## src/rtl/wb_stage.sv

```systemverilog
// Writeback stage: retires ALU results in one cycle and waits for the data-memory
// response on loads, extending the returned word before the register-file write.
module wb_stage #(
    parameter int unsigned CNT_W = 32
) (
    input  logic             i_clk,
    input  logic             i_rst_n,
    input  logic             i_valid,
    output logic             o_ready,
    input  logic             i_rd_wen,
    input  logic [4:0]       i_rd_waddr,
    input  logic [31:0]      i_alu_result,
    input  logic             i_is_load,
    input  logic [2:0]       i_funct3,
    input  logic [1:0]       i_addr_lo,
    input  logic             i_dmem_rvalid,
    input  logic [31:0]      i_dmem_rdata,
    output logic             o_rd_wen,
    output logic [4:0]       o_rd_waddr,
    output logic [31:0]      o_rd_wdata,
    output logic             o_retire,
    output logic [CNT_W-1:0] o_retire_cnt
);

    localparam int unsigned XLEN   = 32;
    localparam int unsigned REG_AW = 5;

    typedef enum logic {
        IDLE      = 1'b0,
        WAIT_LOAD = 1'b1
    } state_t;

    state_t              state_q;
    state_t              state_d;

    logic                ld_wen_q;
    logic [REG_AW-1:0]   ld_waddr_q;
    logic [2:0]          ld_funct3_q;
    logic [1:0]          ld_addr_lo_q;

    logic                wb_fire;
    logic                wb_wen;
    logic                wb_wen_raw;
    logic [REG_AW-1:0]   wb_waddr;
    logic [XLEN-1:0]     wb_wdata;

    // Select the addressed byte/halfword lane and extend it according to funct3.
    function automatic logic [XLEN-1:0] load_ext(input logic [2:0]      f3,
                                                 input logic [1:0]      lo,
                                                 input logic [XLEN-1:0] w);
        logic [7:0]  b;
        logic [15:0] h;
        case (lo)
            2'd0:    b = w[7:0];
            2'd1:    b = w[15:8];
            2'd2:    b = w[23:16];
            default: b = w[31:24];
        endcase
        h = lo[1] ? w[31:16] : w[15:0];
        case (f3)
            3'b000:  load_ext = {{24{b[7]}}, b};
            3'b001:  load_ext = {{16{h[15]}}, h};
            3'b100:  load_ext = {24'd0, b};
            3'b101:  load_ext = {16'd0, h};
            default: load_ext = w;
        endcase
    endfunction

    always_ff @(posedge i_clk or negedge i_rst_n) begin
        if (!i_rst_n) begin
            state_q <= IDLE;
        end else begin
            state_q <= state_d;
        end
    end

    always_comb begin
        state_d = state_q;
        case (state_q)
            IDLE:      if (i_valid && i_is_load) state_d = WAIT_LOAD;
            WAIT_LOAD: if (i_dmem_rvalid)        state_d = IDLE;
            default:   state_d = IDLE;
        endcase
    end

    // Writeback selection: ALU result on a non-load accept, extended load data on response.
    always_comb begin
        o_ready    = (state_q == IDLE);
        wb_fire    = 1'b0;
        wb_wen_raw = 1'b0;
        wb_waddr   = '0;
        wb_wdata   = '0;
        case (state_q)
            IDLE: begin
                if (i_valid && !i_is_load) begin
                    wb_fire    = 1'b1;
                    wb_wen_raw = i_rd_wen;
                    wb_waddr   = i_rd_waddr;
                    wb_wdata   = i_alu_result;
                end
            end
            WAIT_LOAD: begin
                if (i_dmem_rvalid) begin
                    wb_fire    = 1'b1;
                    wb_wen_raw = ld_wen_q;
                    wb_waddr   = ld_waddr_q;
                    wb_wdata   = load_ext(ld_funct3_q, ld_addr_lo_q, i_dmem_rdata);
                end
            end
            default: ;
        endcase
        wb_wen = wb_fire && wb_wen_raw && (wb_waddr != REG_AW'(0));
    end

    always_ff @(posedge i_clk or negedge i_rst_n) begin
        if (!i_rst_n) begin
            ld_wen_q     <= 1'b0;
            ld_waddr_q   <= '0;
            ld_funct3_q  <= '0;
            ld_addr_lo_q <= '0;
        end else if (i_valid && o_ready && i_is_load) begin
            ld_wen_q     <= i_rd_wen;
            ld_waddr_q   <= i_rd_waddr;
            ld_funct3_q  <= i_funct3;
            ld_addr_lo_q <= i_addr_lo;
        end
    end

    // Write port keeps its last address/data whenever no write occurs.
    always_ff @(posedge i_clk or negedge i_rst_n) begin
        if (!i_rst_n) begin
            o_rd_wen     <= 1'b0;
            o_rd_waddr   <= '0;
            o_rd_wdata   <= '0;
            o_retire     <= 1'b0;
            o_retire_cnt <= '0;
        end else begin
            o_rd_wen <= wb_wen;
            o_retire <= wb_fire;
            if (wb_wen) begin
                o_rd_waddr <= wb_waddr;
                o_rd_wdata <= wb_wdata;
            end
            if (wb_fire) begin
                o_retire_cnt <= o_retire_cnt + CNT_W'(1);
            end
        end
    end

endmodule

```

## config.mk

```make
export PLATFORM = sky130hd
export DESIGN_NAME = wb_stage
export DESIGN_NICKNAME = d
export VERILOG_FILES = /design/src/rtl/wb_stage.sv
export SDC_FILE = /design/constraint.sdc
export NUM_CORES = 1
export LEC_CHECK = 0
export BUFFER_PORTS_ARGS = -buffer_cell sky130_fd_sc_hd__buf_2
export CORE_ASPECT_RATIO = 1.5
export CORE_MARGIN = 2
export CORE_UTILIZATION = 45
export CTS_CLUSTER_SIZE = 28
export DETAILED_ROUTE_END_ITERATION = 8
export PLACE_DENSITY = 0.8
export SLEW_MARGIN = 30
export SYNTH_ARGS = -nofsm -noshare
export SYNTH_HDL_FRONTEND = slang
export SYNTH_SLANG_ARGS = --single-unit
export TNS_END_PERCENT = 20
```

## constraint.sdc

```tcl
create_clock -name i_clk -period 3.5 [get_ports i_clk]
set_input_delay 0.7 -clock i_clk [delete_from_list [all_inputs] [get_ports i_clk]]
set_output_delay 0.7 -clock i_clk [all_outputs]
set_load 0.01 [all_outputs]
```

==> results.ini, run 1 <==
[cts]
insertion_delay_ns = 0.34
path_clk_slew_ns = 0.07
ctsRootBufferMaster = clkbuf_16
cts_post_setup_buffers_inserted = 0
clk_path_buf_depth = 2
clock_sinks = 83
tritoncts.num_buffers = 9
tritoncts = done
cts_max_level = 3
cts_repair_resize_count = 0
cts_hold_buf = 0

[route]
wirelength_mm = 11.8
drc_errors = 0
met3RoutedLength_um = 690
wl_met1_mm = 4.54
wl_met2_mm = 6.26
avgViaCountPerCell = 5.70
wl_per_cell_um = 17.9
drt_first_pass_iters = 4
route.vias.total = 3762
dr.max_layer_used = met4
ant_nets = 0
drt_first_iter_violations = 239

[logic_synthesis]
synth_cell_types = 49
synth_cells = 397
post_synthesis_sequential_element_count = 83
netlist_area_um2 = 4330
synth.avg_cell_area_um2 = 10.9
dominantRegCellSynth = dfrtp_1
synth-edff-count = 0
synthesis_warnings = 0
main_area_contributors_after_synthesis = dfrtp_1, mux2_2, xnor2_1
synth_top_cell_area_share_pct = 47.9
post-synth-top-area-cell = dfrtp_1
synth-seq-area-share_pct = 47.9
synth-async-reset-ratio_pct = 100
postSynthNetCount = 478

[floorplanning]
initial_utilization_pct = 46.6
i_o_pin_cnt = 152
die_w_um = 84.1
design.core.area_um2 = 9310
row_count = 43
floorplan.die_area_um2 = 10400
die_height_um = 124

[finish]
layout.cells.most_common = buf_2
drive_gt1_share_pct = 40.3
areaGrowthSynthToFinish_pct = 27.7
num_antenna_cells = 0
layout.nets = 624
final_cell_mix = buf_2, dfrtp_1, nand2_1

[pwr]
comb_power_share_pct = 27.5
netSwitchingPower_w = 0.00107
netSwitchingFraction_pct = 32.0
power_per_cell_area_nw_per_um2 = 607
vdd_ir_drop_max_v = 0.000316
clkPwrFrac_pct = 30.9
total_leakage_power_nw = 2.76
power_frac_seq_pct = 41.6
p_int_w = 0.00229

[placement]
place_hpwl_mm = 8.79
globalplace.congestion = 0.915
port-buffer-count = 151
pre_cts_ws_ns = 0.651

[critical_path]
critPathMaxFanout = 19
worst-setup-path-type = register to register
worstSetupStartpointType = register
cp-end-kind = register
worstPathRequired_ns = 3.76
worst_ep_arrival_time_ns = 2.92

[global_route]
grt_first_pass_wirelength_mm = 18.6
gr-total-overflow = 0
grt_antenna_before_repair = 0
grt_start_max_net_pins = 84
gr-usage-all-layers_pct = 22.8
vias_in_the_first_global_route = 3754

[worst_hold_path]
min-delay-path-class = primary input to async pin

[sta]
final-setup-viol-count = 0
rsz0062_at_grt = false
final_hold_viol_count = 0
fin_skew_ns = 0.00944
layout_setup_ws_ns = 0.832
final_max_slew_viol_count = 0
finalWorstPathRequiredPeriod_ns = 2.67
max_freq_mhz = 375
period_utilisation_layout_pct = 76.2
timing_worst_slew_pin_value_ns = 0.758
timing.slew.headroom_pct = 49.5
setup_total_negative_slack_ns = 0

[status]
outcome = complete, no violations

[flow_run]
maxCapViolations = 0

critical path: stages (launching register included):
cell and delay (ns):
dfrtp_1 0.83, clkinv_1 0.46, a211o_1 0.38, o211ai_1 0.53, a31oi_1 0.18, mux2i_1 0.20
registers in the layout, summed over array words and instances, names as in the netlist:
signal        cells
o_rd_wdata       32
o_retire_cnt     32
ld_waddr_q        5
o_rd_waddr        5
ld_funct3_q       3
ld_addr_lo_q      2
ld_wen_q          1
o_rd_wen          1
o_retire          1
state_q           1
final timing paths:
| path | from | to | slack [ns] | cells after the start |
|---|---|---|---|---|
| worst max-delay path | ld_addr_lo_q[1]$_DFFE_PN0P_ | o_rd_wdata[10]$_DFFE_PN0P_ | 0.83 | 5 |
| worst min-delay path | i_rst_n | o_rd_wdata[24]$_DFFE_PN0P_ | 0.39 | 1 |
| worst max register to register | ld_addr_lo_q[1]$_DFFE_PN0P_ | o_rd_wdata[10]$_DFFE_PN0P_ | 0.83 | 5 |
| worst min register to register | o_retire_cnt[31]$_DFFE_PN0P_ | o_retire_cnt[31]$_DFFE_PN0P_ | 0.47 | 1 |
| max in group asynchronous | i_rst_n | o_retire_cnt[12]$_DFFE_PN0P_ | 2.58 | 1 |
| min in group i_clk | o_retire_cnt[31]$_DFFE_PN0P_ | o_retire_cnt[31]$_DFFE_PN0P_ | 0.47 | 1 |
cell families after synthesis:
logic type / after synthesis / share of synthesized area [%]
mux: 58 / 15.4
fa+ha+maj: 1 / 0.289
compound gates: 78 / 13.4
flops: 83 / 47.9
simple gates: 109 / 13.2
buf+inv: 37 / 3.58
xor+xnor: 31 / 6.27
per-layer routing:
layer  global-route usage [%]  vias to the layer above
met5                        0                        -
met4                     10.2                        0
met3                     4.71                       23
met2                     39.9                      178
met1                     27.1                     1819
li1                         -                     1742
per-stage QoR:
| stage | utilization [%] | total power [W] | instance area, um^2 | instances | hold WS, ns |
|---|---|---|---|---|---|
| 6_report | 59.5 | 0.00336 | 5530 | 660 | 0.390 |
| 3_3_place_gp | 55.7 | 0.00229 | 5190 | 643 | 0.459 |
| 2_1_floorplan | - | 0.00190 | 4330 | 397 | 0.404 |
| 5_1_grt | 59.5 | 0.00353 | 5530 | 660 | 0.464 |
| 4_1_cts | 59.5 | 0.00339 | 5530 | 660 | 0.435 |
| 3_5_place_dp | 55.9 | 0.00233 | 5210 | 644 | 0.464 |
power by group through the flow:
stage	registers [W]	logic (W)	clock network (W)
4_1_cts	0.00140	0.000931	0.00106
2_1_floorplan	0.00142	0.000477	0
6_report	0.00140	0.000923	0.00104
5_1_grt	0.00143	0.00100	0.00110
3_5_place_dp	0.00141	0.000928	0
3_3_place_gp	0.00140	0.000888	0
cell type report:
type                    instances  area, um^2
clock buffers                  11         243
clock inverters                 5        85.1
fillers                       790        3770
inverters                      15        56.3
multi-input cells             277        2120
flip-flops and latches         83        2080
well taps                     112         140
repair buffers                157         815
synthesized netlist by cell type, types with 2 or more instances:
cell,count
buf_1,2
nor2b_1,2
nand2_1,36
a31oi_1,6
o21a_1,2
nand4_1,9
and2_1,3
mux2_4,9
nand2b_1,12
dfrtp_1,83
or3_1,5
a32o_1,7
and4_1,2
a32oi_1,2
mux2i_1,16
o21bai_1,2
or4_1,3
or2_2,2
clkbuf_1,12
mux2_2,33
a222oi_1,2
nor2_1,15
and3_1,2
a21oi_1,10
a22o_1,3
o21ai_0,19
inv_1,13
nand3_1,9
nor3_1,5
o211ai_1,3
a221o_1,16
xnor2_1,19
xor2_1,12
buf_2,6
(Power assumes the default switching activity.)
==> run 2: changes to the inputs <==
PLACE_DENSITY = 0.83   (was 0.8)
clock period = 2.2 ns   (was 3.5 ns; I/O delays follow)
==> results.ini, run 2 (synthesized netlist as in run 1, its figures left out) <==
[critical_path]
worst_ep_arrival_time_ns = 2.29  ; -0.63 ns
worst-setup-path-type = register to register
crit_path_cell_trace = and2_2 -> a32o_1 -> nor4_1 -> buf_4 -> a21oi_4 -> buf_4 -> mux2_4
worstPathRequired_ns = 2.42  ; -1.34 ns
cp-end-kind = register
critPathMaxStageDelay_ns = 0.45  ; -0.38 ns
worstSetupStartpointType = register
ff2ff_setup_slack_ns = 0.12  ; -0.71 ns
top_family_by_delay_on_critical_path = simple AND/OR/NAND/NOR gates
cpMaxStageDelayCell = dfrtp_1
critPathMaxFanout = 8  ; -11
path_common_cell = buf_4
cp_num_buf_inv = 2  ; +1

[placement]
dpl.cell_count = 651  ; +1.1%
globalplace.congestion = 0.960  ; +4.9%
place_hpwl_mm = 8.86  ; +0.88%
pre_cts_ws_ns = -0.0196  ; -0.671 ns
port-buffer-count = 151  ; unchanged

[route]
drt_first_pass_iters = 6  ; +2
avgViaCountPerCell = 5.69  ; -0.13%
drt_first_iter_violations = 185  ; -23%
route.vias.total = 3797  ; +0.93%
drc_errors = 0  ; unchanged
wirelength_mm = 11.7  ; -0.76%
ant_nets = 0  ; unchanged
wl_per_cell_um = 17.6  ; -1.8%

[global_route]
gr-total-overflow = 0  ; unchanged
grt_start_max_net_pins = 46  ; -45%
vias_in_the_first_global_route = 3840  ; +2.3%
gr-usage-all-layers_pct = 22.7  ; -0.15 points
grt_first_pass_wirelength_mm = 18.5  ; -0.18%
grt_antenna_before_repair = 0  ; unchanged

[finish]
drive_gt1_share_pct = 41.4  ; +1.1 points
reg.largest.list = o_rd_wdata x32, o_retire_cnt x32
final_cell_mix = buf_2, dfrtp_1, nand2_1
areaGrowthSynthToFinish_pct = 29.1
layout.cells.most_common = buf_2
layout.nets = 631  ; +1.1%
fin_cells = 667  ; +1.1%
num_antenna_cells = 0  ; unchanged

[pwr]
power_per_cell_area_nw_per_um2 = 936  ; +54%
total_leakage_power_nw = 2.80  ; +1.3%
vdd_ir_drop_max_v = 0.000467  ; +48%

[sta]
max_freq_mhz = 482  ; +29%
timing.slew.headroom_pct = 54.0  ; +4.5 points
layout_setup_ws_ns = 0.125  ; -0.707 ns
setup_total_negative_slack_ns = 0  ; unchanged
fin_skew_ns = 0.00680  ; -0.00263 ns
final_max_slew_viol_count = 0  ; unchanged
finalWorstPathRequiredPeriod_ns = 2.08  ; -0.593 ns
timing_worst_slew_pin_value_ns = 0.690  ; -0.0681 ns
period_utilisation_layout_pct = 94.3  ; +18 points
final-setup-viol-count = 0  ; unchanged
final_hold_viol_count = 0  ; unchanged
rsz0062_at_grt = false

[status]
outcome = complete, no violations

[cts]
tritoncts = done
insertion_delay_ns = 0.33  ; about the same
clock_sinks = 83  ; unchanged
path_clk_slew_ns = 0.06  ; about the same
tritoncts.num_buffers = 9  ; unchanged
cts_max_level = 3  ; unchanged
clk_path_buf_depth = 2  ; unchanged
cts_hold_buf = 0  ; unchanged
ctsRootBufferMaster = clkbuf_16

[floorplanning]
i_o_pin_cnt = 152  ; unchanged
row_count = 43  ; unchanged
die_w_um = 84.1  ; unchanged
die_height_um = 124  ; unchanged
design.core.area_um2 = 9310  ; unchanged
initial_utilization_pct = 46.6  ; unchanged
floorplan.die_area_um2 = 10400  ; unchanged

[worst_hold_path]
min-delay-path-class = primary input to async pin

[flow_run]
maxCapViolations = 0  ; unchanged

## run 2: cell types whose count changed in the layout (fill, tap and decap cells not counted), sizes merged
cell	before	now
inv	15	14
buf	157	164
clkinv	2	4
clkinvlp	1	0
clkbuf	11	12
bufinv	2	1
## run 2: worst reg2reg max path: stages (launching register included)
cell	delay (ns)
dfrtp_1	0.45
and2_2	0.26
a32o_1	0.23
nor4_1	0.27
buf_4	0.17
a21oi_4	0.07
buf_4	0.21
mux2_4	0.31
## run 2: routing by layer
metal / wire length [um] / up-vias / GRT usage, %
li1: - / 1751 / -
met1: 4360 / 1817 / 26.2
met2: 5890 / 194 / 38.0
met3: 940 / 35 / 5.77
met4: 527 / 0 / 13.4
met5: 0 / - / 0
## run 2: area by class of cell
cell class                 count  area [um^2]
fill                         752         3710
multi-input combinational    277         2120
sequential                    83         2080
timing repair buffer         164          893
clock buffer                  12          256
tap                          112          140
inverter                      15         56.3
clock inverter                 4         48.8
## run 2: power by group
group	internal (W)	switching, W	leakage, nW
Clock	0.000939	0.000585	0.153
Sequential	0.00188	0.000286	1.09
Combinational	0.000748	0.000796	1.55
## run 2: worst paths after layout
check | start | to | depth (start not counted)
min reg2reg | o_retire_cnt[31]$_DFFE_PN0P_ | o_retire_cnt[31]$_DFFE_PN0P_ | 1
max | state_q$_DFF_PN0_ | o_rd_waddr[1]$_DFFE_PN0P_ | 7
max reg2reg | state_q$_DFF_PN0_ | o_rd_waddr[1]$_DFFE_PN0P_ | 7
max in group asynchronous | i_rst_n | o_retire_cnt[28]$_DFFE_PN0P_ | 2
min in group i_clk | i_dmem_rvalid | state_q$_DFF_PN0_ | 2
min | i_rst_n | o_rd_wdata[24]$_DFFE_PN0P_ | 1
## run 2: timing repair
| item | in CTS | in global routing |
|---|---|---|
| endpoints found under the setup margin | 0 | 29 |
| buffers inserted | 0 | 0 |
| resized for setup | 0 | 1 |
## run 2: through the flow
stage          instance area [um^2]  hold slack (ns)  power (W)  util [%]
6_report                       5590           0.0993    0.00524      60.1
5_1_grt                        5590            0.148    0.00552      60.1
4_1_cts                        5590            0.122    0.00527      60.1
3_5_place_dp                   5290            0.468    0.00373      56.8
3_3_place_gp                   5290            0.457    0.00368      56.8
2_1_floorplan                  4330            0.144    0.00302         -
